$ cat src/rtl/elevator_pkg.sv
// Shared elevator definitions: floor count, door state encoding and floor-vector helpers.
package elevator_pkg;

  localparam int unsigned NUM_FLOORS = 6;
  // Widest floor vector the validity helper accepts; narrower vectors are zero-extended.
  localparam int unsigned MAX_FLOORS = 32;

  typedef enum logic [1:0] {
    CLOSED  = 2'd0,
    OPENING = 2'd1,
    OPEN    = 2'd2,
    CLOSING = 2'd3
  } door_state_t;

  // True when exactly one bit of the vector is set.
  function automatic logic onehot_valid(input logic [MAX_FLOORS-1:0] v);
    return (v != '0) && ((v & (v - 1'b1)) == '0);
  endfunction

endpackage

$ cat src/rtl/door_timer.sv
// Loadable down-counter for door phase timing; saturates at zero.
module door_timer #(
  parameter int unsigned CNT_W = 8
) (
  input  logic             clk,
  input  logic             reset,
  input  logic             load,
  input  logic [CNT_W-1:0] loadVal,
  input  logic             dec,
  output logic             zero
);

  logic [CNT_W-1:0] count_q, count_d;

  always_comb begin
    count_d = count_q;
    if (load) begin
      count_d = loadVal;
    end else if (dec && (count_q != '0)) begin
      count_d = count_q - 1'b1;
    end
  end

  always_ff @(posedge clk) begin
    if (reset) begin
      count_q <= '0;
    end else begin
      count_q <= count_d;
    end
  end

  assign zero = (count_q == '0);

endmodule

$ cat src/rtl/door_controller.sv
// Door open/dwell/close sequencer feeding the closing stage.
// Define DOOR_OBSTRUCT_EN to let the door-edge sensor reopen the door or extend the dwell.
module door_controller
  import elevator_pkg::*;
#(
  parameter int unsigned NUM_FLOORS   = elevator_pkg::NUM_FLOORS,
  parameter int unsigned OPEN_CYCLES  = 4,
  parameter int unsigned DWELL_CYCLES = 16,
  parameter int unsigned CLOSE_CYCLES = 4,
  parameter int unsigned CNT_W        = 8
) (
  input  logic                  clk,
  input  logic                  reset,
  input  logic                  arrived,
  input  logic                  stopped,
  input  logic [NUM_FLOORS-1:0] currentFloor,
  input  logic                  openBtn,
  input  logic                  closeBtn,
  input  logic                  obstruct,
  output logic                  close,
  output logic [NUM_FLOORS-1:0] doorFloor,
  output logic                  doorOpen,
  output logic                  doorBusy,
  output logic [1:0]            doorState
);

  localparam logic [CNT_W-1:0] OpenLoad  = CNT_W'(OPEN_CYCLES - 1);
  localparam logic [CNT_W-1:0] DwellLoad = CNT_W'(DWELL_CYCLES - 1);
  localparam logic [CNT_W-1:0] CloseLoad = CNT_W'(CLOSE_CYCLES - 1);

  door_state_t           state_q, state_d;
  logic [NUM_FLOORS-1:0] floor_q, floor_d;

  logic             timer_load;
  logic [CNT_W-1:0] timer_val;
  logic             timer_dec;
  logic             timer_zero;
  logic             floor_ok;
  logic             reopen;

  assign floor_ok = onehot_valid(MAX_FLOORS'(currentFloor));

`ifdef DOOR_OBSTRUCT_EN
  assign reopen = openBtn | obstruct;
`else
  logic unused_obstruct;
  assign unused_obstruct = obstruct;
  assign reopen          = openBtn;
`endif

  door_timer #(
    .CNT_W (CNT_W)
  ) u_timer (
    .clk     (clk),
    .reset   (reset),
    .load    (timer_load),
    .loadVal (timer_val),
    .dec     (timer_dec),
    .zero    (timer_zero)
  );

  always_comb begin
    state_d    = state_q;
    floor_d    = floor_q;
    timer_load = 1'b0;
    timer_val  = '0;
    timer_dec  = 1'b0;

    unique case (state_q)
      CLOSED: begin
        if ((arrived | (openBtn & stopped)) & floor_ok) begin
          state_d    = OPENING;
          floor_d    = currentFloor;
          timer_load = 1'b1;
          timer_val  = OpenLoad;
        end
      end
      OPENING: begin
        if (timer_zero) begin
          state_d    = OPEN;
          timer_load = 1'b1;
          timer_val  = DwellLoad;
        end else begin
          timer_dec = 1'b1;
        end
      end
      OPEN: begin
        // A reopen request outranks close so a held open button always keeps the door open.
        if (reopen) begin
          timer_load = 1'b1;
          timer_val  = DwellLoad;
        end else if (closeBtn || timer_zero) begin
          state_d    = CLOSING;
          timer_load = 1'b1;
          timer_val  = CloseLoad;
        end else begin
          timer_dec = 1'b1;
        end
      end
      CLOSING: begin
        if (reopen) begin
          state_d    = OPENING;
          timer_load = 1'b1;
          timer_val  = OpenLoad;
        end else if (timer_zero) begin
          state_d = CLOSED;
        end else begin
          timer_dec = 1'b1;
        end
      end
      default: state_d = CLOSED;
    endcase
  end

  always_ff @(posedge clk) begin
    if (reset) begin
      state_q <= CLOSED;
      floor_q <= '0;
    end else begin
      state_q <= state_d;
      floor_q <= floor_d;
    end
  end

  assign close     = (state_q == CLOSING);
  assign doorOpen  = (state_q == OPEN);
  assign doorBusy  = (state_q != CLOSED);
  assign doorState = state_q;
  assign doorFloor = floor_q;

endmodule

$ cat config.mk
export PLATFORM = sky130hd
export DESIGN_NAME = door_controller
export DESIGN_NICKNAME = d
export VERILOG_FILES = /design/src/rtl/elevator_pkg.sv /design/src/rtl/door_timer.sv /design/src/rtl/door_controller.sv
export SDC_FILE = /design/constraint.sdc
export NUM_CORES = 1
export LEC_CHECK = 0
export CAP_MARGIN = 20
export CORE_MARGIN = 2
export CORE_UTILIZATION = 31
export DETAILED_ROUTE_END_ITERATION = 10
export HOLD_SLACK_MARGIN = 0.05
export PLACE_DENSITY = 0.62
export RECOVER_POWER = 25
export SLEW_MARGIN = 15
export SYNTH_ARGS = -nofsm -noshare
export SYNTH_HDL_FRONTEND = slang
export SYNTH_SLANG_ARGS = --single-unit
$ cat constraint.sdc
create_clock -name clk -period 4.97 [get_ports clk]
set_clock_uncertainty 0.05 [all_clocks]
set_input_delay 1.2425 -clock clk [delete_from_list [all_inputs] [get_ports clk]]
set_output_delay 1.2425 -clock clk [all_outputs]
set_load 0.01 [all_outputs]
# After elaboration in Yosys (flattened, before gate mapping)
# Index checks and enable logic that the tools add are counted.
[classes]
n_addsub = 2
mul = 0
n_div = 0
magnitude_cmp = 0
n_eq_ne = 8
n_shift = 0
muxes = 26
bitwise = 4
n_reduce_logical = 12
[ops]
columns = ["op", "n"]
rows = [
  ["$and A6 B32 Y32", 1],
  ["$logic_not A32 Y1", 1],
  ["$pmux W8 S4", 1],
  ["$mux W2", 9],
  ["$mux W8", 2],
  ["$mux W1", 9],
  ["$logic_not A8 Y1", 1],
  ["$mux W4", 2],
  ["$pmux W2 S4", 1],
  ["$reduce_bool A8 Y1", 1],
  ["$sub A8 B1 Y8 const B", 1],
  ["$sub A6 B1 Y7 const B", 1],
  ["$ne A2 B2 Y1 const B", 3],
  ["$reduce_bool A6 Y1", 1],
  ["$reduce_and A5 Y1", 1],
  ["$eq A2 B2 Y1 const B", 2],
  ["$pmux W1 S4", 1],
  ["$reduce_bool A2 Y1", 2],
  ["$ne A3 B2 Y1 const B", 1],
  ["$pmux W1 S3", 1],
  ["$and A1 B1 Y1", 2],
  ["$eq A2 B1 Y1 const B", 1],
  ["$logic_and A1 B1 Y1", 2],
  ["$logic_not A2 Y1", 1],
  ["other kinds (4)", 4],
]
[word_totals]
register_bits = 16
latchBits = 0
ram_bits = 0
romBits = 0
in_bits = 13
output_inout_bits = 11
wordCells = 55
n_memories = 0

# Longest topological paths before layout
# Gate-level depths: netlist of run 1.
[logic_depth]
depth_word = 8
mapped_depth = 8

# Cells and area by module
# A second synthesis of run 1 with hierarchy kept.
[unflattened]
cells_unflattened = 122
area_unflattened_um2 = 1036.0
[modules_own_cells]
columns = ["module", "n_inst", "cells_each", "area_each_um2", "seq_area_each_um2"]
rows = [
  ["door_controller", 1, 63, 520.5, 160.2],
  ["door_timer", 1, 59, 515.5, 160.2],
]

# Least setup slack after synthesis of run 1
# Ideal clock, no wire load.
[synth_timing]
path_kind = "input to register"
start = "input currentFloor[1]"
end = "register u_timer.count_q[3]"
t_arrival_ns = 2.894
required_time_ns = 4.791
setup_slack_ns = 1.897
stages = 6
path_buffers = 1
path_cell_list = "or4_1 > maj3_2 > a211o_1 > buf_6 > a222oi_1 > nor4_1"
[synth_between]
elab_chain_cells = 8
elab_cells_between_ends = 10
cone_classes = "add/sub (1); mux (3); bitwise (2); reduce/logical (4)"
[synth_lines]
columns = ["element", "line_no", "source"]
rows = [
  ["start: declaration", "door_controller.sv:16", "input logic [NUM_FLOORS-1:0] currentFloor,"],
  ["$sub A6 B1 Y7", "elevator_pkg.sv:17", "return (v != '0) && ((v & (v - 1'b1)) == '0);"],
  ["$and A6 B32 Y32", "elevator_pkg.sv:17", ""],
  ["$logic_not A32 Y1", "elevator_pkg.sv:17", ""],
  ["$logic_and A1 B1 Y1 (*)", "elevator_pkg.sv:17", ""],
  ["$and A1 B1 Y1 (*)", "door_controller.sv:71", "if ((arrived | (openBtn & stopped)) & floor_ok) begin"],
  ["$mux W1 (*)", "door_controller.sv:71", ""],
  ["$pmux W1 S4 (*)", "door_controller.sv:69", "unique case (state_q)"],
  ["$mux W8 / $reduce_bool A2 Y1 (equally long branches)", "-", ""],
  ["end signal: assignment", "door_timer.sv:28", "count_q <= count_d;"],
  ["end: declaration", "door_timer.sv:13", "logic [CNT_W-1:0] count_q, count_d;"],
]
# Every way passes the cells marked *; elsewhere a longest branch is shown, timed or not.
# A chain may end at the register's enable or synchronous reset.

# Worst setup path in the final report of run 1
[layout_timing]
start = "input currentFloor[1]"
end = "register state_q[0], in the netlist doorState[0]"
[layout_between]
elab_chain_cells = 7
elab_cells_between_ends = 8
cone_classes = "add/sub (1); eq/ne (1); bitwise (2); reduce/logical (4)"
[layout_lines]
columns = ["element", "line_no", "source"]
rows = [
  ["$sub A6 B1 Y7", "elevator_pkg.sv:17", ""],
  ["$and A6 B32 Y32", "elevator_pkg.sv:17", ""],
  ["$logic_not A32 Y1", "elevator_pkg.sv:17", ""],
  ["$logic_and A1 B1 Y1 (*)", "elevator_pkg.sv:17", ""],
  ["$and A1 B1 Y1 (*)", "door_controller.sv:71", ""],
  ["$ne A2 B2 Y1 (no source line) (*)", "-", ""],
  ["$reduce_and A5 Y1 (no source line) (*)", "-", ""],
  ["end signal: assignment", "door_controller.sv:120", "state_q <= state_d;"],
  ["end: declaration", "door_controller.sv:31", "door_state_t state_q, state_d;"],
]
# Marked as above.

==> impl_metrics.json, run 1 <==
{
  "fin_setup_tns_ns": 0,
  "route.antenna.remaining_nets": 0,
  "routed_via_count": 1122,
  "synth_area_leader_cell": "dfxtp_1",
  "vdd_drop_max_uv": 273,
  "fp.dieW_um": 65.3,
  "h_tree_level_count": 1,
  "layout.area.seq_um2": 320,
  "finalHoldWorstSlack_ns": 0.424,
  "groute.usage.overall_pct": 13.1,
  "mappedNetlistArea_mm2": 0.00116,
  "synth_top_cells_by_area": "dfxtp_1 28%, ha_1 7.5%, a211oi_1 6.5%",
  "number_of_nets_in_the_layout": 176,
  "worstHoldPathType": "reg2reg",
  "cts_bufs_inserted": 3,
  "number_of_antenna_violations_at_the_first_check_in_global_routing": 0,
  "placeable_core_region_mm2": 0.00363,
  "pin_count_of_the_biggest_net_entering_global_routing": 18,
  "worst-endpoint-required_ns": 5.08,
  "floorplan.initialDensity_pct": 32.0,
  "synthesis.nets": 155,
  "startpoint_type": "primary input",
  "grt_first_pass_wirelength_mm": 4.42,
  "rsz0062_at_grt": "false",
  "cell_area_after_placement_mm2": 0.00138,
  "netlist.area_leader.share_pct": 27.5,
  "most_common_cell_in_the_netlist": "dfxtp_1",
  "drive_gt1_share_pct": 9.68,
  "floorplan.io_pins": 24,
  "synth_edf_count": 0,
  "critical_path_peak_fanout": 11,
  "detailedRoute.firstPassIterationCount": 4,
  "finalWorstPathRequiredPeriod_ns": 3.50,
  "post-route-period-util_pct": 70.4,
  "multiInputGateArea_um2": 747,
  "final_hold_viol_count": 0,
  "area.growth.synth_to_final_pct": 23.4,
  "die_h_um": 65.3,
  "synth_area_per_cell_um2": 8.62,
  "antennaDiodeCount": 0,
  "placement_rows": 22,
  "yosysWarnings": 0,
  "die-area_mm2": 0.00426,
  "netlist_instances": 135,
  "setup_violations": 0,
  "setup.worst_path.end_class": "register",
  "final_area_mm2": 0.00144,
  "max-cap-violations": 0,
  "timing.fmax_mhz": 286,
  "power_density_mw_per_mm2": 490,
  "gp_congestion": 0.880,
  "final_hpwl_dp_mm": 2.07,
  "critical_path_class": "in2reg",
  "dpl_worst_slack_ns": 1.20,
  "first_global_vias": 1009,
  "final.fill_count": 380,
  "cts_tree": "built",
  "async_flop_share_pct": 0,
  "ys.flop_type": "dfxtp_1",
  "clockBufferDepth": 2,
  "clk_root_buffer_cell": "clkbuf_8",
  "synth-seq-cells": 16,
  "worst_pin_slew_ns": 0.688,
  "ctsHoldBuffers": 0,
  "postCtsResizedCells": 0,
  "initial_drc_count": 16,
  "post-cts-setup-buffer-count": 0,
  "buffer_ports.inserted": 22,
  "overflow": 0,
  "leakage_uw": 0.000524,
  "ys_types": 45,
  "crit_arrival_ns": 3.61,
  "slew-limit-headroom_pct": 54.0,
  "clk_transition_reported_paths_ns": 0.07,
  "yosysSeqAreaShare_pct": 27.5,
  "run_status": "finished clean",
  "maxSlewViolCount": 0,
  "route.final.wire_length_mm": 2.69,
  "routed_via_density": 5.53,
  "finalPower_uw": 704,
  "avgRoutedWirePerCell_um": 13.2,
  "drcViolationCount": 0,
  "synth_top_cells_by_count": "16 x dfxtp_1, 11 x o21ai_0, 10 x a211oi_1, 10 x a21oi_1, 10 x nand2_1",
  "layout_setup_ws_ns": 1.47,
  "numClockSinks": 16,
  "worstSkewPairLatency_ns": 0.25
}
-- logic make-up (layout without fill, tap and decap cells) --
| logic type | Yosys count | count (layout) | share of synthesized area (%) |
|---|---|---|---|
| mux | 1 | 1 | 0.860 |
| fa+ha+maj | 8 | 8 | 8.49 |
| xor+xnor | 2 | 2 | 1.51 |
| flops | 16 | 16 | 27.5 |
| buf+inv | 15 | 35 | 8.28 |
| simple gates | 43 | 43 | 21.7 |
| compound gates | 50 | 50 | 31.6 |
-- placed cells by master (no fill, tap or decap), types with 3 or more instances in the layout --
cell type / instances
dfxtp_1: 16
clkbuf_8: 4
nor3_1: 3
dlygate4sd3_1: 6
o31ai_1: 3
ha_1: 7
nand2_1: 10
nand2b_1: 6
o21ai_0: 11
a21oi_1: 10
or3_1: 4
or2_2: 4
inv_1: 9
a211oi_1: 10
or4_1: 4
clkdlybuf4s50_1: 16
-- state kept, by name, summed over array words and instances (netlist names) --
name	count
u_timer.count_q	8
doorFloor	6
doorState	2
-- stage by stage --
step | std cells | util [%]
3_5_place_dp | 199 | 38.0
2_1_floorplan | 135 | -
5_1_grt | 203 | 39.5
3_3_place_gp | 199 | 38.0
4_1_cts | 203 | 39.5
6_report | 203 | 39.5
-- area by class of cell --
| cell class | count | share of cell area (%) |
|---|---|---|
| Timing Repair Buffer | 22 | 15.3 |
| Tap cell | 48 | 4.18 |
| Inverter | 9 | 2.35 |
| Sequential cell | 16 | 22.3 |
| Clock buffer | 4 | 3.83 |
| Multi-Input combinational cell | 104 | 52.0 |
-- worst paths after layout --
check / start / to / slack [ns] / depth (start not counted)
worst max-delay path: currentFloor[1] / doorState[0] / 1.47 / 6
worst min-delay path: doorFloor[0] / doorFloor[0] / 0.42 / 2
worst max register to register: doorState[0] / u_timer.count_q[6] / 2.29 / 7
worst min register to register: doorFloor[0] / doorFloor[0] / 0.42 / 2
-- critical path, cell delays in order --
cell and delay [ns]:
clkdlybuf4s50_1 0.47, or4_1 0.55, maj3_2 0.36, a211o_1 0.39
a221o_1 0.39, a221oi_2 0.20
-- report_power, final --
group	leakage [uW]	switching (uW)	total, uW	internal [uW]
clock	0.0000288	46.3	116	70.2
sequential	0.000130	26.6	180	154
combinational	0.000365	226	408	181
total	0.000524	299	704	405
-- routing by layer --
layer / vias up / global-route usage [%] / routed length (um)
met3: 6 / 2.40 / 112
li1: 557 / - / -
met2: 32 / 23.3 / 1330
met5: - / 0 / 0
met4: 0 / 4.95 / 33
met1: 527 / 15.4 / 1220
Power figures use the tool's default switching activity.
==> run 2, diff against run 1 <==
==> constraint.sdc (replaced) <==
create_clock -name clk -period 3.22 [get_ports clk]
set_clock_uncertainty 0.05 [all_clocks]
set_input_delay 0.805 -clock clk [delete_from_list [all_inputs] [get_ports clk]]
set_output_delay 0.805 -clock clk [all_outputs]
set_load 0.01 [all_outputs]
==> impl_metrics.json, run 2 (synthesis results as in run 1) <==
{
  "regMostFlops": "u_timer.count_q",
  "layout_setup_ws_ns": 0.339,
  "r2r-start": "doorState[0]",
  "grt_first_pass_wirelength_mm": 4.97,
  "final_hpwl_dp_mm": 2.15,
  "postCtsResizedCells": 0,
  "timing.fmax_mhz": 347,
  "final_hold_viol_count": 0,
  "detailedRoute.firstPassIterationCount": 4,
  "hold_path_startpoint": "doorFloor[5]",
  "worstHoldEndpoint": "doorFloor[5]",
  "ctsHoldBuffers": 0,
  "buffer_ports.inserted": 22,
  "area.growth.synth_to_final_pct": 28.0,
  "routed_via_count": 1130,
  "die-area_mm2": 0.00426,
  "maxSlewViolCount": 0,
  "finalWorstPathRequiredPeriod_ns": 2.88,
  "crit_arrival_ns": 3.00,
  "placeable_core_region_mm2": 0.00363,
  "route.antenna.remaining_nets": 0,
  "gp_congestion": 0.865,
  "fp.dieW_um": 65.3,
  "cts_bufs_inserted": 3,
  "h_tree_level_count": 1,
  "fin_setup_tns_ns": 0,
  "groute.usage.overall_pct": 14.5,
  "initial_drc_count": 18,
  "vdd_drop_max_uv": 414,
  "worst-endpoint-required_ns": 3.34,
  "route.final.wire_length_mm": 2.74,
  "timing.reg2reg.setup_slack_ns": 0.72,
  "startpoint_type": "primary input",
  "rsz0062_at_grt": "false",
  "clockBufferDepth": 2,
  "max-cap-violations": 0,
  "number_of_antenna_violations_at_the_first_check_in_global_routing": 0,
  "antennaDiodeCount": 0,
  "worst_r2r_endpoint": "u_timer.count_q[6]",
  "post-route-period-util_pct": 89.5,
  "routed_via_density": 5.38,
  "power_density_mw_per_mm2": 742,
  "floorplan.io_pins": 24,
  "final.fill_count": 398,
  "multiInputGateArea_um2": 747,
  "clk_transition_reported_paths_ns": 0.07,
  "critical_path_class": "in2reg",
  "mostFrequentLayoutCells": "16 x dfxtp_1, 16 x clkdlybuf4s50_1, 11 x o21ai_0",
  "slew-limit-headroom_pct": 56.8,
  "overflow": 0,
  "cts_tree": "built",
  "min_delay_path_depth": 2,
  "worstHoldPathType": "reg2reg",
  "first_global_vias": 1116,
  "die_h_um": 65.3,
  "floorplan.initialDensity_pct": 32.0,
  "worstSkewPairLatency_ns": 0.26,
  "run_status": "finished clean",
  "r2r_cells": 7,
  "drive_gt1_share_pct": 13.6,
  "drcViolationCount": 0,
  "numClockSinks": 16,
  "placement_rows": 22,
  "pin_count_of_the_biggest_net_entering_global_routing": 18,
  "dpl_worst_slack_ns": 0.0639,
  "setup_violations": 0,
  "largest_reg_flops": 8,
  "layout.area.seq_um2": 320,
  "post-cts-setup-buffer-count": 0,
  "clk_root_buffer_cell": "clkbuf_8",
  "critical_path_peak_fanout": 6,
  "number_of_nets_in_the_layout": 183,
  "setup.worst_path.end_class": "register",
  "avgRoutedWirePerCell_um": 13.1,
  "worst_pin_slew_ns": 0.646,
  "leakage_uw": 0.000557
}
run 2: area by class of cell:
cell class	count	area share, %
multi-input cells	104	50.2
repair buffers	29	18.3
well taps	48	4.03
inverters	9	2.27
clock buffers	4	3.70
flip-flops and latches	16	21.5
run 2: how the worst max path moves through the flow:
stage                    start                 end  slack (ns)  cells after the start
3_3_place_gp   currentFloor[1]        doorState[0]        0.10                      6
6_report       currentFloor[1]        doorState[0]        0.34                      6
5_1_grt        currentFloor[1]        doorState[0]        0.24                      6
3_5_place_dp   currentFloor[1]        doorState[0]        0.06                      6
4_1_cts        currentFloor[1]        doorState[0]        0.33                      6
2_1_floorplan  currentFloor[1]  u_timer.count_q[3]        0.58                      6
run 2: stage by stage:
step / utilization (%) / power (uW) / hold slack [ns] / cells / cell area (um2)
floorplan: - / 747 / 0.409 / 135 / 1160
finish: 41.0 / 1100 / 0.430 / 210 / 1490
detailed placement: 39.5 / 924 / 0.424 / 206 / 1430
global route: 41.0 / 1210 / 0.459 / 210 / 1490
CTS: 41.0 / 1110 / 0.433 / 210 / 1490
global placement: 39.5 / 898 / 0.413 / 206 / 1430
run 2: worst max-delay path, stage by stage:
cell	delay (ns)
clkdlybuf4s50_1	0.42
or4_1	0.53
maj3_2	0.33
a211o_1	0.33
a221o_1	0.38
a221oi_2	0.21
run 2: per-layer routing:
metal	track usage, %	share of wire (%)	vias up
li1	-	-	574
met1	16.9	45	534
met2	26.5	50	19
met3	3.08	4.0	3
met4	3.91	0.98	0
met5	0	0	-
run 2: power breakdown:
| part | internal [uW] | switching, uW |
|---|---|---|
| Combinational | 289 | 349 |
| Sequential | 237 | 43.7 |
| Clock | 109 | 76.7 |
==> patch, RTL diff (settings of run 2) <==
`CNT_W` is set to 8 in 2 places; all go to 7.
--- a/src/rtl/door_timer.sv
+++ b/src/rtl/door_timer.sv
@@ -1,6 +1,6 @@
 // Loadable down-counter for door phase timing; saturates at zero.
 module door_timer #(
-  parameter int unsigned CNT_W = 8
+  parameter int unsigned CNT_W = 7
 ) (
   input  logic             clk,
   input  logic             reset,
--- a/src/rtl/door_controller.sv
+++ b/src/rtl/door_controller.sv
@@ -7,7 +7,7 @@
   parameter int unsigned OPEN_CYCLES  = 4,
   parameter int unsigned DWELL_CYCLES = 16,
   parameter int unsigned CLOSE_CYCLES = 4,
-  parameter int unsigned CNT_W        = 8
+  parameter int unsigned CNT_W        = 7
 ) (
   input  logic                  clk,
   input  logic                  reset,
Check against the original RTL: same outputs for any inputs over 10 cycles, from zero or initial values and one cycle with reset high; that may be too few to reach the edited logic, so the function may still have changed.
==> patch against run 2 <==
Cell area shrank 18%. Final cell count shrank 21%. Area after synthesis shrank 19%. Count of clock-buffer cells in the layout shrank 1. Via count shrank 20%. Synthesized cell count shrank 19%. Core utilization grew 0.20 points. Routed wire length shrank 21%. Total power shrank 26%. Register-to-register slack gained 0.25 ns. Sequential power shrank 9.3%. Sequential cell count shrank 1. Setup slack gained 0.28 ns. Critical path type is now register to primary output. Highest routed layer is now met3.
==> patch: results (changes against run 2) <==
outcome:
  outcome: "completed"  # unchanged
pwr:
  vdd_drop_max_v: 0.000358  # was 0.000414 V
  power.leakage_nw: 0.500  # was 0.557 nW
synthesis:
  synth_ff_type: "dfxtp_1"  # unchanged
  synth_fp_nets: 128  # was 155
  synth_common_cells: "dfxtp_1, nor2_1, inv_1"  # was dfxtp_1, o21ai_0, a211oi_1, a21oi_1, nand2_1
  synth_cell_types: 38  # was 45
  yosys-top-cells-area: "dfxtp_1, mux2i_1, ha_1"  # was dfxtp_1, ha_1, a211oi_1
  yosys_warnings: 0  # unchanged
  synth_seq_area_share: 0.317  # was 0.275
  async_flop_share: 0  # unchanged
finish:
  diodes: 0  # unchanged
  fillerInstances: 280  # was 398
  largest_register_ffs: 7  # was 8
  nNetsFinal: 152  # was 183
  drive_gt1_frac: 0.0758  # was 0.136
  regMostFlops: "u_timer.count_q"  # unchanged
clock_tree:
  root_buffer: "clkbuf_4"  # was clkbuf_8
  clock_latency_ns: 0.28  # was 0.26 ns
  cts_resized: 0  # unchanged
  htreeDepth: 1  # unchanged
  cts_setup_buffers: 0  # unchanged
  clkTransAtPathRegs_ns: 0.10  # was 0.07 ns
  cts_buffer_depth: 2  # unchanged
  cts_buffers: 3  # unchanged
global_routing:
  grt_max_degree: 14  # was 18
  antenna_found_initial: 0  # unchanged
  track_usage: 0.138  # was 0.145
  first_global_vias: 890  # was 1116
  grt_pass1_wl_um: 3760  # was 4970 um
worst_setup_path:
  slowest_delay_ns: 0.59  # was 0.53 ns
  worstPathMaxFanout: 9  # was 6
  worst_ep_arrival_time_ns: 1.74  # was 3.00 ns
  crit_family: "buffers and inverters"  # was compound AO/OA/AOI/OAI gates
  critical-path-slowest-cell: "clkdlybuf4s50_1"  # was or4_1
drt:
  drt_iter0_markers: 11  # was 18
  dr.pass1.iters: 4  # unchanged
  via_count: 900  # was 1130
  wl_per_cell_um: 13.2  # was 13.1 um
min_path:
  hp-class: "register to register"  # unchanged
sta:
  tightestPinTransition_ns: 0.487  # was 0.646 ns
place:
  post-dp-hpwl_um: 1740  # was 2150 um
  gp_congestion: 0.849  # was 0.865
  post-place-ws_ns: 0.290  # was 0.0639 ns
  io_buffers: 22  # unchanged
-- patch: power breakdown --
group	leakage [nW]	total (mW)	switching, mW	internal (mW)
Combinational	0.361	0.457	0.256	0.201
Clock	0.0177	0.109	0.0626	0.0460
Sequential	0.122	0.255	0.0342	0.221
-- patch: logic make-up (layout without fill, tap and decap cells) --
logic type	count (synthesis)	in the layout	synth area share
DFF	15	15	0.317
xor gates and xnor gates	4	4	0.0370
and+or+nand+nor	35	35	0.202
adders and majority gates	6	6	0.0794
muxes	9	9	0.0966
buffers and inverters	13	36	0.0529
AOI/OAI and AO/OA	27	27	0.214
-- patch: worst paths after layout --
kind | slack (ns) | start | cells after the start | to
max | 0.62 | doorState[0] | 3 | doorOpen
min | 0.42 | u_timer.count_q[6] | 2 | u_timer.count_q[6]
max reg2reg | 0.97 | u_timer.count_q[0] | 7 | doorState[0]
min reg2reg | 0.42 | u_timer.count_q[6] | 2 | u_timer.count_q[6]
-- patch: metrics by stage --
step | util | hold WS [ns] | power [mW] | cells | cell area [sq um]
finish | 0.412 | 0.424 | 0.821 | 165 | 1230
global route | 0.412 | 0.448 | 0.882 | 165 | 1230
CTS | 0.412 | 0.425 | 0.823 | 165 | 1230
detailed placement | 0.403 | 0.411 | 0.713 | 161 | 1200
global placement | 0.403 | 0.398 | 0.699 | 161 | 1200
floorplan | - | 0.383 | 0.579 | 109 | 946
-- patch: layout make-up --
cell class	instances	area share
Multi-Input combinational cell	81	0.486
Sequential cell	15	0.245
Timing Repair Buffer	23	0.186
Tap cell	33	0.0337
Inverter	9	0.0276
Clock buffer	3	0.0184
Clock inverter	1	0.00408
-- patch: worst reg2reg max path: cells and delay by family (launching register included) --
kind	cells	cell delay (ns)
compound gates	3	0.70
fa+ha+maj	1	0.19
buf+inv	1	0.06
flops	1	0.35
simple gates	2	0.83
-- patch: per-layer routing --
layer	track usage	vias to the layer above	share of wire	wire [um]
met2	0.242	18	0.50	1090
met4	0.0422	0	0	0
met3	0.0328	0	0.034	74
met5	0	-	0	0
met1	0.165	429	0.47	1010
li1	-	453	-	-
